**src/rtl/rf_writeback_queue.sv**
```systemverilog
// Register-file writeback queue: FIFO of (reg, data) writes drained one per cycle,
// with pending-write lookup for two read ports. Define RF_WB_FORWARD_EN to forward lookup data.
module rf_writeback_queue #(
    parameter int DEPTH = 4,
    parameter int AW    = 2
) (
    input  logic          clk,
    input  logic          rst,
    input  logic          in_valid,
    output logic          in_ready,
    input  logic [4:0]    in_reg,
    input  logic [31:0]   in_data,
    input  logic          rf_stall,
    output logic          rf_write_en,
    output logic [4:0]    rf_write_reg,
    output logic [31:0]   rf_write_data,
    input  logic [4:0]    look_reg_1,
    input  logic [4:0]    look_reg_2,
    output logic          look_hit_1,
    output logic          look_hit_2,
    output logic [31:0]   look_data_1,
    output logic [31:0]   look_data_2,
    output logic [AW:0]   count
);

    logic [4:0]    fifo_reg_mem  [DEPTH];
    logic [31:0]   fifo_data_mem [DEPTH];
    logic [AW-1:0] head_reg;
    logic [AW-1:0] tail_reg;
    logic [AW:0]   count_reg;
    logic          rf_write_en_reg;
    logic [4:0]    rf_write_reg_reg;
    logic [31:0]   rf_write_data_reg;

    logic push;
    logic pop;

    // Writes to $0 are accepted but dropped, so they never occupy a slot.
    assign in_ready = (count_reg != (AW+1)'(DEPTH));
    assign push     = in_valid && in_ready && (in_reg != 5'd0);
    assign pop      = !rf_stall && (count_reg != '0);

    always_ff @(posedge clk) begin
        if (push) begin
            fifo_reg_mem[tail_reg]  <= in_reg;
            fifo_data_mem[tail_reg] <= in_data;
        end
    end

    always_ff @(posedge clk) begin
        if (rst) begin
            head_reg          <= '0;
            tail_reg          <= '0;
            count_reg         <= '0;
            rf_write_en_reg   <= 1'b0;
            rf_write_reg_reg  <= 5'd0;
            rf_write_data_reg <= 32'd0;
        end else begin
            if (push) begin
                tail_reg <= tail_reg + 1'b1;
            end
            if (pop) begin
                head_reg <= head_reg + 1'b1;
            end
            case ({push, pop})
                2'b10:   count_reg <= count_reg + 1'b1;
                2'b01:   count_reg <= count_reg - 1'b1;
                default: count_reg <= count_reg;
            endcase
            // A stalled output stage holds everything, including the strobe.
            if (!rf_stall) begin
                if (pop) begin
                    rf_write_en_reg   <= 1'b1;
                    rf_write_reg_reg  <= fifo_reg_mem[head_reg];
                    rf_write_data_reg <= fifo_data_mem[head_reg];
                end else begin
                    rf_write_en_reg   <= 1'b0;
                end
            end
        end
    end

    assign rf_write_en   = rf_write_en_reg;
    assign rf_write_reg  = rf_write_reg_reg;
    assign rf_write_data = rf_write_data_reg;
    assign count         = count_reg;

    logic [4:0] look_reg_arr [2];
    logic       look_hit_arr [2];

    assign look_reg_arr[0] = look_reg_1;
    assign look_reg_arr[1] = look_reg_2;

`ifdef RF_WB_FORWARD_EN
    logic [31:0] look_data_arr [2];
`endif

    genvar gi;
    generate
        for (gi = 0; gi < 2; gi++) begin : g_look
            logic [AW-1:0] slot;
`ifdef RF_WB_FORWARD_EN
            logic [31:0]   data_sel;
`endif
            // Scan oldest to youngest so the last match seen is the youngest;
            // the output stage is older than every FIFO entry.
            always_comb begin
                slot     = head_reg;
                look_hit_arr[gi] = 1'b0;
`ifdef RF_WB_FORWARD_EN
                data_sel = 32'd0;
`endif
                if (rf_write_en_reg && (rf_write_reg_reg == look_reg_arr[gi])) begin
                    look_hit_arr[gi] = 1'b1;
`ifdef RF_WB_FORWARD_EN
                    data_sel = rf_write_data_reg;
`endif
                end
                for (int k = 0; k < DEPTH; k++) begin
                    slot = head_reg + AW'(k);
                    if (((AW+1)'(k) < count_reg) && (fifo_reg_mem[slot] == look_reg_arr[gi])) begin
                        look_hit_arr[gi] = 1'b1;
`ifdef RF_WB_FORWARD_EN
                        data_sel = fifo_data_mem[slot];
`endif
                    end
                end
                if (look_reg_arr[gi] == 5'd0) begin
                    look_hit_arr[gi] = 1'b0;
`ifdef RF_WB_FORWARD_EN
                    data_sel = 32'd0;
`endif
                end
            end
`ifdef RF_WB_FORWARD_EN
            assign look_data_arr[gi] = data_sel;
`endif
        end
    endgenerate

    assign look_hit_1 = look_hit_arr[0];
    assign look_hit_2 = look_hit_arr[1];

`ifdef RF_WB_FORWARD_EN
    assign look_data_1 = look_data_arr[0];
    assign look_data_2 = look_data_arr[1];
`else
    assign look_data_1 = 32'd0;
    assign look_data_2 = 32'd0;
`endif

endmodule

```
**config.mk**
```make
export PLATFORM = sky130hd
export DESIGN_NAME = rf_writeback_queue
export DESIGN_NICKNAME = d
export VERILOG_FILES = /design/src/rtl/rf_writeback_queue.sv
export SDC_FILE = /design/constraint.sdc
export NUM_CORES = 1
export LEC_CHECK = 0
export ABC_AREA = 0
export CAP_MARGIN = 20
export CORE_AREA = 3 3 161 124
export DETAILED_ROUTE_END_ITERATION = 16
export DIE_AREA = 0 0 164 127
export GPL_TIMING_DRIVEN = 1
export PLACE_DENSITY = 0.75
export SYNTH_ARGS = -nofsm -noshare
export SYNTH_HDL_FRONTEND = slang
export SYNTH_SLANG_ARGS = --single-unit
```
**constraint.sdc**
```tcl
create_clock -name clk -period 2.5 [get_ports clk]
set_clock_uncertainty 0.05 [all_clocks]
set_input_delay 0.75 -clock clk [delete_from_list [all_inputs] [get_ports clk]]
set_output_delay 0.75 -clock clk [all_outputs]
set_load 0.02 [all_outputs]
```
# After elaboration in Yosys (flattened, before gate mapping)
# Memory sizes are Yosys's and may differ from the RTL's. A register that Yosys moved wholly into a read port is not among the register bits.
# Index checks and enable logic that the tools add are counted.
# word_totals
register_bits,13
latchBits,0
ramBits,148
mem_bits_ro,0
inputBits,51
output_inout_bits,108
elab_cells,69
memories,2
# classes
n_addsub,6
n_mul,0
div,0
n_lt_le_gt_ge,4
eq_ne,13
shifts,0
n_mux,18
bitwise_logic,1
reduce_logical,20
# memory_table
memory,depth,width,rd,rd_clocked_by_memory_dff,write_ports,line,source
fifo_data_mem,4,32,1,1,1,27,logic [31:0] fifo_data_mem [DEPTH];
fifo_reg_mem,4,5,4,1,1,26,logic [4:0] fifo_reg_mem [DEPTH];
# op_table
op,n
equality test 5 bit,10
two-way mux 1 bit,15
logical AND 1 bit,13
zero test 5 bit,2
< comparator 1 x 3 -> 1 bit (first input constant),2
< comparator 2 x 3 -> 1 bit (first input constant),2
case mux 3 bit (2 select lines),1
nonzero test 5 bit,1
adder 2 x 1 -> 2 bit (second input constant),2
adder 2 bit (second input constant),2
two-way mux 2 bit,2
adder 3 x 1 -> 3 bit (second input constant),1
!= test 3 bit (second input constant),1
nonzero test 3 bit,1
subtractor 3 x 1 -> 3 bit (second input constant),1
equality test 2 x 1 -> 1 bit (second input constant),1
equality test 2 bit (second input constant),1
AND reduction 2 bit,1
nonzero test 2 bit,1
zero test 1 bit,1
NOT 1 bit,1

# Logic depth before layout (Yosys ltp)
# logic_depth
depth_word,8
mapped_depth,10
ltp_nobuf,10

# Worst setup path before layout
# No wires, ideal clock.
# synth_timing
kind,register to register
from,reg count_reg[0] (netlist: count[0])
to,"mem fifo_data_mem[1][0], enable pin"
setup_time_ps,398
arrival_ps,2420
t_required_ps,2052
setup_slack_ps,-368
stages_incl_launch_ff,7
n_path_buf,0
period_less_slack_ps,2868
cell_sequence,dfxtp_1 -> inv_1 -> ha_1 -> nand2_1 -> nand2_1 -> a21oi_1 -> and2_1
# synth_via
elab_chain_len,5
# synth_lines
element,line,source
"start, declared",30,logic [AW:0] count_reg;
"start signal, assigned",66,2'b10: count_reg <= count_reg + 1'b1;
"start signal, assigned",67,2'b01: count_reg <= count_reg - 1'b1;
"start signal, assigned",68,default: count_reg <= count_reg;
!= test 3 bit,39,assign in_ready = (count_reg != (AW+1)'(DEPTH));
named net in_ready,10,"output logic in_ready,"
logical AND 1 bit (2 in series),40,assign push = in_valid && in_ready && (in_reg != 5'd0);
two-way mux 1 bit,44,if (push) begin
two-way mux 1 bit (implied by the code),46,fifo_data_mem[tail_reg] <= in_data;
"end, declared",27,
# The timed path passes the listed nets, and every way through them passes these cells.

# Final worst setup path
# layout_timing
from,reg head_reg[0]
to,out look_hit_1
# layout_via
elab_chain_len,8
elab_cells_between_ends,14
cone_classes,add/sub: 3; eq/ne: 3; mux: 4; reduce/logical: 3; memory: 1
# layout_lines
element,line,source
"start, declared",28,logic [AW-1:0] head_reg;
"start signal, assigned",63,head_reg <= head_reg + 1'b1;
adder 2 x 1 -> 2 bit,120,slot = head_reg + AW'(k);
memory (4 x 5 bit) *,--,
equality test 5 bit,121,if (((AW+1)'(k) < count_reg) && (fifo_reg_mem[slot] == look_reg_arr[gi])) begin
logical AND 1 bit,121,
two-way mux 1 bit (2 in series),121,
two-way mux 1 bit *,121,
two-way mux 1 bit *,128,if (look_reg_arr[gi] == 5'd0) begin
"end, declared",19,"output logic look_hit_1,"
# Every way passes the cells marked *; elsewhere a longest branch is shown, timed or not.

==> results by group <==
Outcome
  • Status: complete, but fails checks
  • Failing checks: setup timing

Route
  • DR WL/cell: 18.2 µm
  • Total Wirelength: 18.3 mm
  • DRC: 0
  • Drt pass-1 iters: 4
  • Initial detailed-routing violation count: 310
  • Via density: just over 5
  • Final ANT Viol Nets: 0
  • Vias: 5101

Critical path
  • Critical path endpoint category: output port
  • Slowest CP cell: mux4_2
  • Crit-path cells: buf_6, buf_6, mux4_2, xnor2_2, nand4_1, o311ai_2, o22a_2, buf_6
  • CP Max Fanout: 5
  • Worst path most repeated cell: buf_6
  • Max incr delay on CP: 0.57 ns
  • WP data required: 1.70 ns
  • Startpoint Class: flip-flop
  • Crit path kind: reg2out
  • Worst EP arrival: 2.55 ns

Yosys
  • Main area contributors after synthesis: edfxtp_1 51%, dfxtp_1 11%, mux4_2 11%
  • Synth cell types: 30
  • Post-synthesis xor/xnor area fraction: 0.0558
  • Synth Instances: around 580
  • Mapped Avg Cell Area: 14.8 µm²
  • FF+latch count, synth: 195
  • Syn. warnings: 0
  • Compound-gate portion of the synthesized area: 0.0319
  • Number of flops mapped to enable cells by yosys: approximately 150
  • Post-synthesis mux area share: 0.143
  • Synth area leader: edfxtp_1
  • Ys async rst share: 0
  • Synthesized cell area: around 8600 µm²
  • Most common cell in the netlist: edfxtp_1
  • Register area share after synthesis: 0.624
  • Share of the synthesized area in the top cell type: 0.515
  • Synth top cells by count: 148 x edfxtp_1, 81 x nand2_1, 67 x buf_4
  • Adder-cell share of the synthesized area: 0.0130
  • Post-Synth Simple-Gate Area: 0.0558
  • Largest family of logic cells by synthesized area: multiplexers
  • Top FF cell, synth: edfxtp_1

Timing
  • Fin crit share: 1.34
  • Final Hold Fails: 0
  • Setup ws final: -0.846 ns
  • Max Fclk: 299 MHz
  • Fin. max-slew vios: 0
  • Worst slew margin: 0.625
  • RSZ-0062 raised after global routing: true
  • Final setup viols: 2
  • Tmin final: approximately 3.3 ns
  • Worst Tran Pin Value: roughly 0.56 ns

Global routing
  • Initial antenna violation count: 0
  • Pin count of the biggest net entering global routing: 40
  • Vias in the first global route: slightly above 5k
  • GRT Resource Usage Total: 0.177
  • Remaining Overflow, GRT: 0
  • First-pass GRT wire length: 28.0 mm

Power and ir drop
  • Net Sw Power: 3.11 mW
  • Pwr Density: about 940 nW/µm²
  • Reg power frac: 0.399
  • Gate power share: 0.335
  • Clock share of power: 0.266
  • Switching share of power: 0.304
  • P_int: 7.11 mW
  • Worst vdd ir: ~490 µV
  • Lkg Pwr: 3.83 nW
  • Total power: 10.2 mW

Die
  • Core region area: 18500 µm²
  • Die Width: 164 µm
  • Die area: about 21000 µm²
  • Io pins: 159
  • Initial cell density of the core: 0.468
  • Core Rows: 43
  • Die H: 127 µm

Cells and area
  • Max reg flops: 128
  • Share of cells above drive strength 1: 0.241
  • Inserted Diodes: 0
  • Final net count: between 800 and 900
  • Area growth, synth to finish: 26.0%
  • Post-route insts no fill: 1002

Place
  • DP Cell Count: 958
  • Detail Placement HPWL: 12.6 mm
  • PortBufs: 94
  • GPL Wtd Cong: 0.883

CTS
  • CTS tree: built
  • CTS Sinks: 195
  • CTS Buf Count: 17
  • Worst-skew pair later-pin latency: between 0.4 and 0.5 ns
  • Clock slew at reported path FFs: about 0.070 ns
  • Clock buffer depth: 2
  • H-tree Lvls: 4
  • CTS Root Cell: clkbuf_16

Flow run
  • Max-Cap Viols: 0

Worst hold path
  • Hold WC Path Type: reg2reg
## kinds of logic (layout without fill, tap and decap cells)
| logic type | Yosys count | after routing |
|---|---|---|
| mux | 54 | 54 |
| compound gates | 51 | 51 |
| flops | 195 | 195 |
| fa+ha+maj | 9 | 9 |
| simple gates | 114 | 114 |
| other cells | 1 | 64 |
| xor+xnor | 55 | 55 |
| buf+inv | 105 | 213 |
## timing repair
item,4_1_cts,5_1_grt
gates resized for setup,27,8
setup buffers,5,7
endpoints found under the setup margin,3,3
pin swaps,4,9
hold buffers,0,0
cloned,0,0
## path summary, 6_finish.rpt
kind                                        start           endpoint  slack (ns)  depth (start not counted)
worst min register to register  rf_write_data[13]  rf_write_data[13]        0.40                          2
worst max-delay path                  head_reg[0]         look_hit_1       -0.85                          8
worst max register to register           count[0]           count[2]        0.26                         11
worst min-delay path            rf_write_data[13]  rf_write_data[13]        0.40                          2
## layout by cell type, fill, tap and decap left out, drive strengths merged
| cell type | netlist | layout |
|---|---|---|
| buf | 77 | 83 |
| nor2 | 9 | 9 |
| conb | 1 | 64 |
| or3 | 1 | 1 |
| a21oi | 41 | 41 |
| nand3 | 6 | 6 |
| mux2i | 2 | 2 |
| nor3 | 1 | 1 |
| nand2 | 81 | 81 |
| bufinv | 0 | 2 |
| o22a | 2 | 2 |
| xor2 | 29 | 29 |
| nand4 | 4 | 4 |
| a211oi | 1 | 1 |
| clkdlybuf4s50 | 0 | 90 |
| xnor2 | 26 | 26 |
| mux4 | 52 | 52 |
| clkbuf | 21 | 21 |
| clkinv | 0 | 6 |
| ha | 9 | 9 |
| or4 | 2 | 2 |
| and2 | 4 | 4 |
| edfxtp | 148 | 148 |
| o311ai | 2 | 2 |
| o21ai | 4 | 4 |
| dfxtp | 47 | 47 |
| clkinvlp | 0 | 3 |
| a21o | 1 | 1 |
| nor4 | 6 | 6 |
| inv | 7 | 8 |
## power by group through the flow
stage / Combinational, mW / Clock (mW) / Sequential (mW)
detailed placement: 3.23 / 0 / 4.17
global route: 3.69 / 2.92 / 4.12
finish: 3.42 / 2.72 / 4.08
floorplan: 1.89 / 0 / 4.33
global placement: 3.19 / 0 / 4.13
CTS: 3.33 / 2.79 / 4.10
## per-layer routing
layer  vias to the layer above  routed length (µm)  global-route usage
li1                       2334                   -                   -
met1                      2563                8260               0.243
met2                       192                8730               0.287
met3                        12                1120              0.0438
met4                         0                 150              0.0423
met5                         -                   0                   0
## critical path, delay by kind of cell, from the launching register on
kind / cells / cell delay [ns]
AO/OA/AOI/OAI: 2 / 0.50
multiplexers: 1 / 0.57
flip-flops: 1 / 0.39
AND/OR/NAND/NOR: 1 / 0.16
buffers and inverters: 3 / 0.32
XOR/XNOR: 1 / 0.19
## area by class of cell
| type | instances | area (µm²) |
|---|---|---|
| clock buffers | 20 | 447 |
| clock inverters | 12 | 153 |
| fillers | 1435 | 7570 |
| inverters | 7 | 26.3 |
| multi-input cells | 347 | 2870 |
| flip-flops and latches | 195 | 5390 |
| well taps | 247 | 309 |
| repair buffers | 174 | 1680 |
## stage by stage
step           setup TNS, ns  cell area (µm²)   util  setup slack, ns  hold WS (ns)
2_1_floorplan         -0.176             8870      -          -0.0929         0.464
6_report               -1.64            10900  0.590           -0.846         0.403
3_5_place_dp           -6.89            10100  0.547            -1.20         0.397
4_1_cts                -1.64            10800  0.584           -0.839         0.406
3_3_place_gp          -19.26            10100  0.547            -1.15         0.394
5_1_grt                -1.76            10900  0.590           -0.883         0.426
No activity file was read; power rests on OpenSTA's default activity.
